`src/rtl/lsu_mem_ctrl.sv`:
```
// lsu_mem_ctrl: load/store unit between execute and a byte-lane data RAM.
// Aligns stores to lanes, extends loads, splits misaligned accesses in two.
module lsu_mem_ctrl #(
    parameter int ADDRESS_WIDTH = 12,
    parameter int DATA_WIDTH    = 32
) (
    input  logic                     clk,
    input  logic                     rst_n,
    input  logic                     req_valid,
    output logic                     req_ready,
    input  logic                     req_we,
    input  logic [2:0]               req_funct3,
    input  logic [ADDRESS_WIDTH-1:0] req_addr,
    input  logic [DATA_WIDTH-1:0]    req_wdata,
    output logic                     resp_valid,
    output logic                     resp_err,
    output logic [DATA_WIDTH-1:0]    resp_rdata,
    output logic                     mem_en,
    output logic                     mem_we,
    output logic [ADDRESS_WIDTH-3:0] mem_addr,
    output logic [3:0]               mem_wstrb,
    output logic [DATA_WIDTH-1:0]    mem_wdata,
    input  logic [DATA_WIDTH-1:0]    mem_rdata
);

    localparam int IW = ADDRESS_WIDTH - 2;

    typedef enum logic [2:0] {
        S_IDLE,
        S_ISSUE0,
        S_ISSUE1,
        S_CAPTURE,
        S_RESP
    } state_t;

    state_t                   state_q, state_d;
    logic                     we_q;
    logic                     err_q;
    logic [2:0]               f3_q;
    logic [ADDRESS_WIDTH-1:0] addr_q;
    logic [DATA_WIDTH-1:0]    wdata_q;
    logic [DATA_WIDTH-1:0]    rdata0_q;
    logic [DATA_WIDTH-1:0]    rdata_q;

    logic                     req_illegal;
    logic                     split;
    logic [3:0]               size_mask;
    logic [1:0]               off;
    logic [IW-1:0]            idx0;
    logic [IW-1:0]            idx1;
    logic [63:0]              st_wide;
    logic [7:0]               st_mask;
    logic [63:0]              ld_pair;
    logic [31:0]              ld_word;
    logic [31:0]              ld_ext;

    assign off     = addr_q[1:0];
    assign idx0    = addr_q[ADDRESS_WIDTH-1:2];
    assign idx1    = idx0 + IW'(1);
    assign st_wide = {32'b0, wdata_q} << {off, 3'b000};
    assign st_mask = {4'b0000, size_mask} << off;
    assign ld_pair = split ? {mem_rdata, rdata0_q} : {32'b0, mem_rdata};
    assign ld_word = 32'(ld_pair >> {off, 3'b000});

    assign resp_rdata = rdata_q;
    assign resp_err   = resp_valid & err_q;

    // Reject unknown widths and unsigned-store encodings at accept time
    always_comb begin
        req_illegal = 1'b0;
        unique case (req_funct3)
            3'b011, 3'b110, 3'b111: req_illegal = 1'b1;
            3'b100, 3'b101:         req_illegal = req_we;
            default:                req_illegal = 1'b0;
        endcase
    end

    // Byte-lane mask for the access size and whether it crosses a word
    always_comb begin
        size_mask = 4'b1111;
        split     = 1'b0;
        unique case (f3_q[1:0])
            2'b00: begin
                size_mask = 4'b0001;
                split     = 1'b0;
            end
            2'b01: begin
                size_mask = 4'b0011;
                split     = (off == 2'b11);
            end
            default: begin
                size_mask = 4'b1111;
                split     = (off != 2'b00);
            end
        endcase
    end

    // Sign or zero extension of the shifted load word
    always_comb begin
        ld_ext = ld_word;
        unique case (f3_q)
            3'b000:  ld_ext = {{24{ld_word[7]}}, ld_word[7:0]};
            3'b001:  ld_ext = {{16{ld_word[15]}}, ld_word[15:0]};
            3'b100:  ld_ext = {24'b0, ld_word[7:0]};
            3'b101:  ld_ext = {16'b0, ld_word[15:0]};
            default: ld_ext = ld_word;
        endcase
    end

    // State register
    always_ff @(posedge clk or negedge rst_n) begin
        if (!rst_n) state_q <= S_IDLE;
        else        state_q <= state_d;
    end

    // Request latch, first split read word and final response data
    always_ff @(posedge clk or negedge rst_n) begin
        if (!rst_n) begin
            we_q     <= 1'b0;
            err_q    <= 1'b0;
            f3_q     <= 3'b000;
            addr_q   <= '0;
            wdata_q  <= '0;
            rdata0_q <= '0;
            rdata_q  <= '0;
        end else begin
            if (req_valid && req_ready) begin
                we_q    <= req_we;
                err_q   <= req_illegal;
                f3_q    <= req_funct3;
                addr_q  <= req_addr;
                wdata_q <= req_wdata;
                rdata_q <= '0;
            end
            if (state_q == S_ISSUE1 && !we_q) rdata0_q <= mem_rdata;
            if (state_q == S_CAPTURE)         rdata_q  <= ld_ext;
        end
    end

    // Next state and the combinational RAM/handshake outputs
    always_comb begin
        state_d    = state_q;
        req_ready  = 1'b0;
        resp_valid = 1'b0;
        mem_en     = 1'b0;
        mem_we     = 1'b0;
        mem_addr   = '0;
        mem_wstrb  = 4'b0000;
        mem_wdata  = '0;
        unique case (state_q)
            S_IDLE: begin
                req_ready = 1'b1;
                if (req_valid) state_d = req_illegal ? S_RESP : S_ISSUE0;
            end
            S_ISSUE0: begin
                mem_en   = 1'b1;
                mem_we   = we_q;
                mem_addr = idx0;
                if (we_q) begin
                    mem_wstrb = st_mask[3:0];
                    mem_wdata = st_wide[31:0];
                end
                if (split)     state_d = S_ISSUE1;
                else if (we_q) state_d = S_RESP;
                else           state_d = S_CAPTURE;
            end
            S_ISSUE1: begin
                mem_en   = 1'b1;
                mem_we   = we_q;
                mem_addr = idx1;
                if (we_q) begin
                    mem_wstrb = st_mask[7:4];
                    mem_wdata = st_wide[63:32];
                end
                state_d = we_q ? S_RESP : S_CAPTURE;
            end
            S_CAPTURE: state_d = S_RESP;
            S_RESP: begin
                resp_valid = 1'b1;
                state_d    = S_IDLE;
            end
            default: state_d = S_IDLE;
        endcase
    end

endmodule

```
`config.mk`:
```
export PLATFORM = sky130hd
export DESIGN_NAME = lsu_mem_ctrl
export DESIGN_NICKNAME = d
export VERILOG_FILES = /design/src/rtl/lsu_mem_ctrl.sv
export SDC_FILE = /design/constraint.sdc
export NUM_CORES = 1
export LEC_CHECK = 0
export BUFFER_PORTS_ARGS = -buffer_cell sky130_fd_sc_hd__buf_2
export CAP_MARGIN = 20
export CORE_ASPECT_RATIO = 0.7
export CORE_UTILIZATION = 58
export DETAILED_ROUTE_END_ITERATION = 8
export PLACE_DENSITY = 0.95
export SYNTH_ARGS = -nofsm -noshare
export SYNTH_HDL_FRONTEND = slang
export SYNTH_SLANG_ARGS = --single-unit
```
`constraint.sdc`:
```
create_clock -name clk -period 4.74 [get_ports clk]
set_input_delay 0.948 -clock clk [delete_from_list [all_inputs] [get_ports clk]]
set_output_delay 0.948 -clock clk [all_outputs]
set_load 0.02 [all_outputs]
```
Word-level counts from Yosys, hierarchy flattened

Cells that the tools add are included.

Reductions and logical operators: 11
Add/subtract/negate cells: 1
Bitwise operators: 1
Shift operators: 3
Equal/unequal tests: 15
Mux-type cells: 23

Operator list:

| operator                                            | number |
|---|---|
| two-way mux 32 bit                                  | 4 |
| case mux 32 bit (4 select lines)                    | 1 |
| two-way mux 64 bit                                  | 1 |
| case mux 32 bit (2 select lines)                    | 1 |
| << shifter 32 x 5 -> 64 bit                         | 1 |
| right shift 64 x 5 -> 32 bit                        | 1 |
| equality test 3 bit, second input constant          | 7 |
| case mux 10 bit (2 select lines)                    | 1 |
| case mux 4 bit (2 select lines)                     | 2 |
| two-way mux 3 bit                                   | 4 |
| case mux 3 bit (4 select lines)                     | 1 |
| adder 10 x 1 -> 10 bit, second input constant       | 1 |
| equality test 3 x 2 -> 1 bit, second input constant | 3 |
| two-way mux 4 bit                                   | 2 |
| << shifter 4 x 2 -> 8 bit                           | 1 |
| equality test 3 x 1 -> 1 bit, second input constant | 2 |
| logical NOT 3 bit                                   | 2 |
| two-way mux 1 bit                                   | 4 |
| case mux 1 bit (2 select lines)                     | 2 |
| nonzero test 2 bit                                  | 2 |
| OR reduction 2 bit                                  | 2 |
| OR reduction 3 bit                                  | 1 |
| equality test 2 x 1 -> 1 bit, second input constant | 1 |
| equality test 2 bit, second input constant          | 1 |
| other kinds (5)                                     | 6 |

Output and inout port bits: 83
Register bits: 116
Logic and storage cells: 62
Bits of input ports: 83

Longest topological paths before layout

Depth after elaboration: 6
Mapped depth: 8
Depth with buffers taken out: 6

Worst setup path before layout

Ideal clock, no wire load.

Path kind: register to output
From: register addr_q[0]
To: output port mem_wdata[25]
Data required time: 3.792 ns
Slack: 1.802 ns
Arrival time: 1.990 ns
Path buffers: 4
Stages on the path, launching flop included: 7
Path through: dfrtp_1 buf_2 buf_2 buf_2 buf_2 mux2i_1 a211oi_1

Word-level cells in the longest chain between the ends: 3
Elaborated cells on any way between the ends: 4
Classes of those cells: shift: 1; mux: 3

Ends and longest elaborated chain:

| what                                         | line     | source |
|---|---|---|
| from (decl)                                  | 40       | `logic [ADDRESS_WIDTH-1:0] addr_q;` |
| from (signal assigned)                       | 131      | `addr_q <= req_addr;` |
| << shifter 32 x 5 -> 64 bit (*)              | 60       | `assign st_wide = {32'b0, wdata_q} << {off, 3'b000};` |
| two-way mux 32 bit, on equally long branches | 171, 159 |  |
| case mux 32 bit (2 select lines) (*)         | 150      | `unique case (state_q)` |
| to (decl)                                    | 22       | `output logic [DATA_WIDTH-1:0] mem_wdata,` |

Every way passes the cells marked *; elsewhere a longest branch is shown, timed or not.

Worst setup path in the final report

From: register state_q[0]
To: output port mem_wdata[3]

Word-level cells in the longest chain between the ends: 2
Elaborated cells on any way between the ends: 3
Classes of those cells: eq/ne: 2; mux: 1

Ends and longest elaborated chain:

| what                                                                                | line | source |
|---|---|---|
| from (decl)                                                                         | 36   | `state_t state_q, state_d;` |
| from (signal assigned)                                                              | 113  | `else state_q <= state_d;` |
| equality test 3 x 2 -> 1 bit / equality test 3 x 1 -> 1 bit (equally long branches) | 150  |  |
| case mux 32 bit (2 select lines) (*)                                                | 150  |  |

Marked as above.

==> reports/metrics.yaml <==
status: "finished clean"
syn-num-nets: 813
crit_fanout: 13
grt_max_degree: 71
num_io_pins: 166
cts_tree: "yes"
cts_setup_buffers: 0
synth_top_area_cell: "dfrtp_1"
cp.arrival_ps: 3220
holdBufCountCts: 0
ir_worst_vdd_uv: 434
rsz0062_at_grt: "no"
fin_crit_sh_pct: 88.0
syn_avg_cell_area_um2: 9.12
postSynthCellCount: 729
rows: 32
hpwl_um: 13700
routedWlPerCell_um: 19.0
dieArea_um2: 11900
grt_pass1_vias: 5893
hold_viol: 0
final_nets: 940
path_cells: "nand2b_1 > nor2_1 > nand3_1 > nor2_1 > a32o_1 > buf_2"
numCtsBuffers: 9
cp-start-kind: "flop"
min_period_ps: 4170
timing.final.ws_setup_ps: 570
overflow: 0
place_congestion: 0.994
cts_buffer_depth: 2
finClkSkew_ps: 7.35
slowest_delay_ps: 620
ant_nets: 0
path_clk_slew_ps: 70
drtIter0Drc: 684
ys_ff_latch: 108
hold_start: "resp_rdata[16]"
slew_headroom_pct: 27.2
yosys-top-cells-area: "dfrtp_1 41%, nand2_1 12%, mux4_2 7.8%"
area_growth_pct: 16.9
p_leak_nw: 3.82
crit_type: "reg -> out"
yosysTopAreaCellShare_pct: 40.7
crit_slowest_cell: "nor2_1"
start_util_pct: 59.9
worst_slew_pin_slew_ps: 1090
ctsResizeCount: 0
drc: 0
end_kind: "output port"
drt-total-wl_um: 19300
crit_family: "simple AND/OR/NAND/NOR gates"
power.density_nw_per_um2: 683
antenna_found_initial: 0
vias_per_cell: 6.22
r2r_setup_slack_ps: 1940
ys.flop_type: "dfrtp_1"
finalSetupTns_ps: 0
slew_viol_final: 0
worstReg2RegEnd: "resp_rdata[15]"
crit_required_ps: 3790
min_path_type: "reg -> reg"
async_flop_share_pct: 100
synth_cell_type_count: 49
synth_warnings: 0
dr_total_vias: 6305
die_x_um: 130
dr.pass1.iters: 5
crit_buf_inv: 1
synth_common_cells: "204 x nand2_1, 108 x dfrtp_1, 57 x o21ai_0, 49 x nor2_1, 41 x mux2i_1"
setup_violations: 0
place_ws_ps: 1050
clock_sinks: 108
max_cap_viol_count: 0
fmax_ghz: 0.240
r2r-start: "addr_q[0]"
clockRootBuffer: "clkbuf_16"
antenna_cells: 0
coreArea_um2: 11100
die-height_um: 91.6
seq_area_frac_synth_pct: 40.7
r2r_cells: 6
yosysMostFrequentCell: "nand2_1"
grt_pass1_wl_um: 30300
insertion_delay_ps: 350
hold_path_end: "resp_rdata[16]"
drive_above_1_share_pct: 31.4
synth_area_um2: 6650
cpMostUsedCell: "nor2_1"
grt_usage_pct: 33.2
cts.htree.levels: 3
io_buffers: 165
synth_edf_count: 0
min_path_cells: 2
cell usage in the layout (no fill, tap or decap), types with 4 or more instances in the layout:
master	n
nand2_1	204
buf_2	164
dfrtp_1	107
o21ai_0	57
nor2_1	48
mux2i_1	41
mux2_2	37
mux4_2	23
a21oi_1	20
and2_1	15
a22oi_1	15
o22ai_1	10
a211oi_1	9
o31ai_2	9
clkbuf_16	9
a32o_1	8
buf_4	8
nor3_1	7
o31ai_1	6
nand3_1	5
nand4_1	5
a21o_1	4
stage by stage:
step                cells  hold WS (ps)  power [W]  instance area [um2]  utilization [%]
floorplan             729           442    0.00377                 6650                -
global placement      997           457    0.00440                 7480             67.5
detailed placement    997           466    0.00452                 7480             67.5
CTS                  1012           482    0.00524                 7760             69.9
global route         1013           502    0.00562                 7770             70.0
finish               1013           481    0.00530                 7770             70.0
metal layers:
layer	global-route usage (%)	wire length, um	vias to the layer above	part of all wire [%]
met3	10.7	2320	56	12
met2	47.4	8300	426	43
met5	0	0	-	0
li1	-	-	2829	-
met4	10.1	516	0	2.7
met1	47.9	8140	2994	42
state kept, by name, indices dropped and copies added (netlist names):
name        flops
rdata0_q       24
state_q         3
addr_q         12
err_q           1
resp_rdata     32
wdata_q        32
f3_q            3
we_q            1
worst max-delay path by stage:
stage	startpoint	to	slack [ps]	depth (start not counted)
finish	state_q[0]	mem_wdata[3]	570	6
global route	state_q[0]	mem_wdata[3]	330	6
CTS	state_q[0]	mem_wdata[3]	710	6
detailed placement	state_q[0]	mem_wdata[3]	1050	6
global placement	state_q[1]	mem_wdata[0]	1220	6
floorplan	addr_q[0]	mem_wdata[25]	1800	6
cell families (layout without fill, tap and decap cells):
group,Yosys count,in the layout,synth area share (%)
adders and majority gates,1,1,0.188
DFF,108,108,40.7
AOI/OAI and AO/OA,153,153,15.8
muxes,102,102,20.4
and+or+nand+nor,304,304,19.0
buffers and inverters,61,192,3.97
power breakdown:
part           switching, W  internal (W)  total, W
combinational       0.00161       0.00110   0.00271
clock              0.000343      0.000370  0.000713
sequential         0.000527       0.00135   0.00188
total               0.00248       0.00282   0.00530
worst min-delay path, stage by stage (launching register included):
cell     delay, ps
dfrtp_1        340
nand2_1         60
o31ai_1         50
final cells by class:
cell class,instances,area [um2]
Clock buffer,10,239
Clock inverter,5,37.5
Fill cell,848,3320
Inverter,4,15.0
Multi-Input combinational cell,560,3690
Sequential cell,108,2700
Tap cell,153,191
Timing Repair Buffer,173,892
No activity file was read; power rests on OpenSTA's default activity.
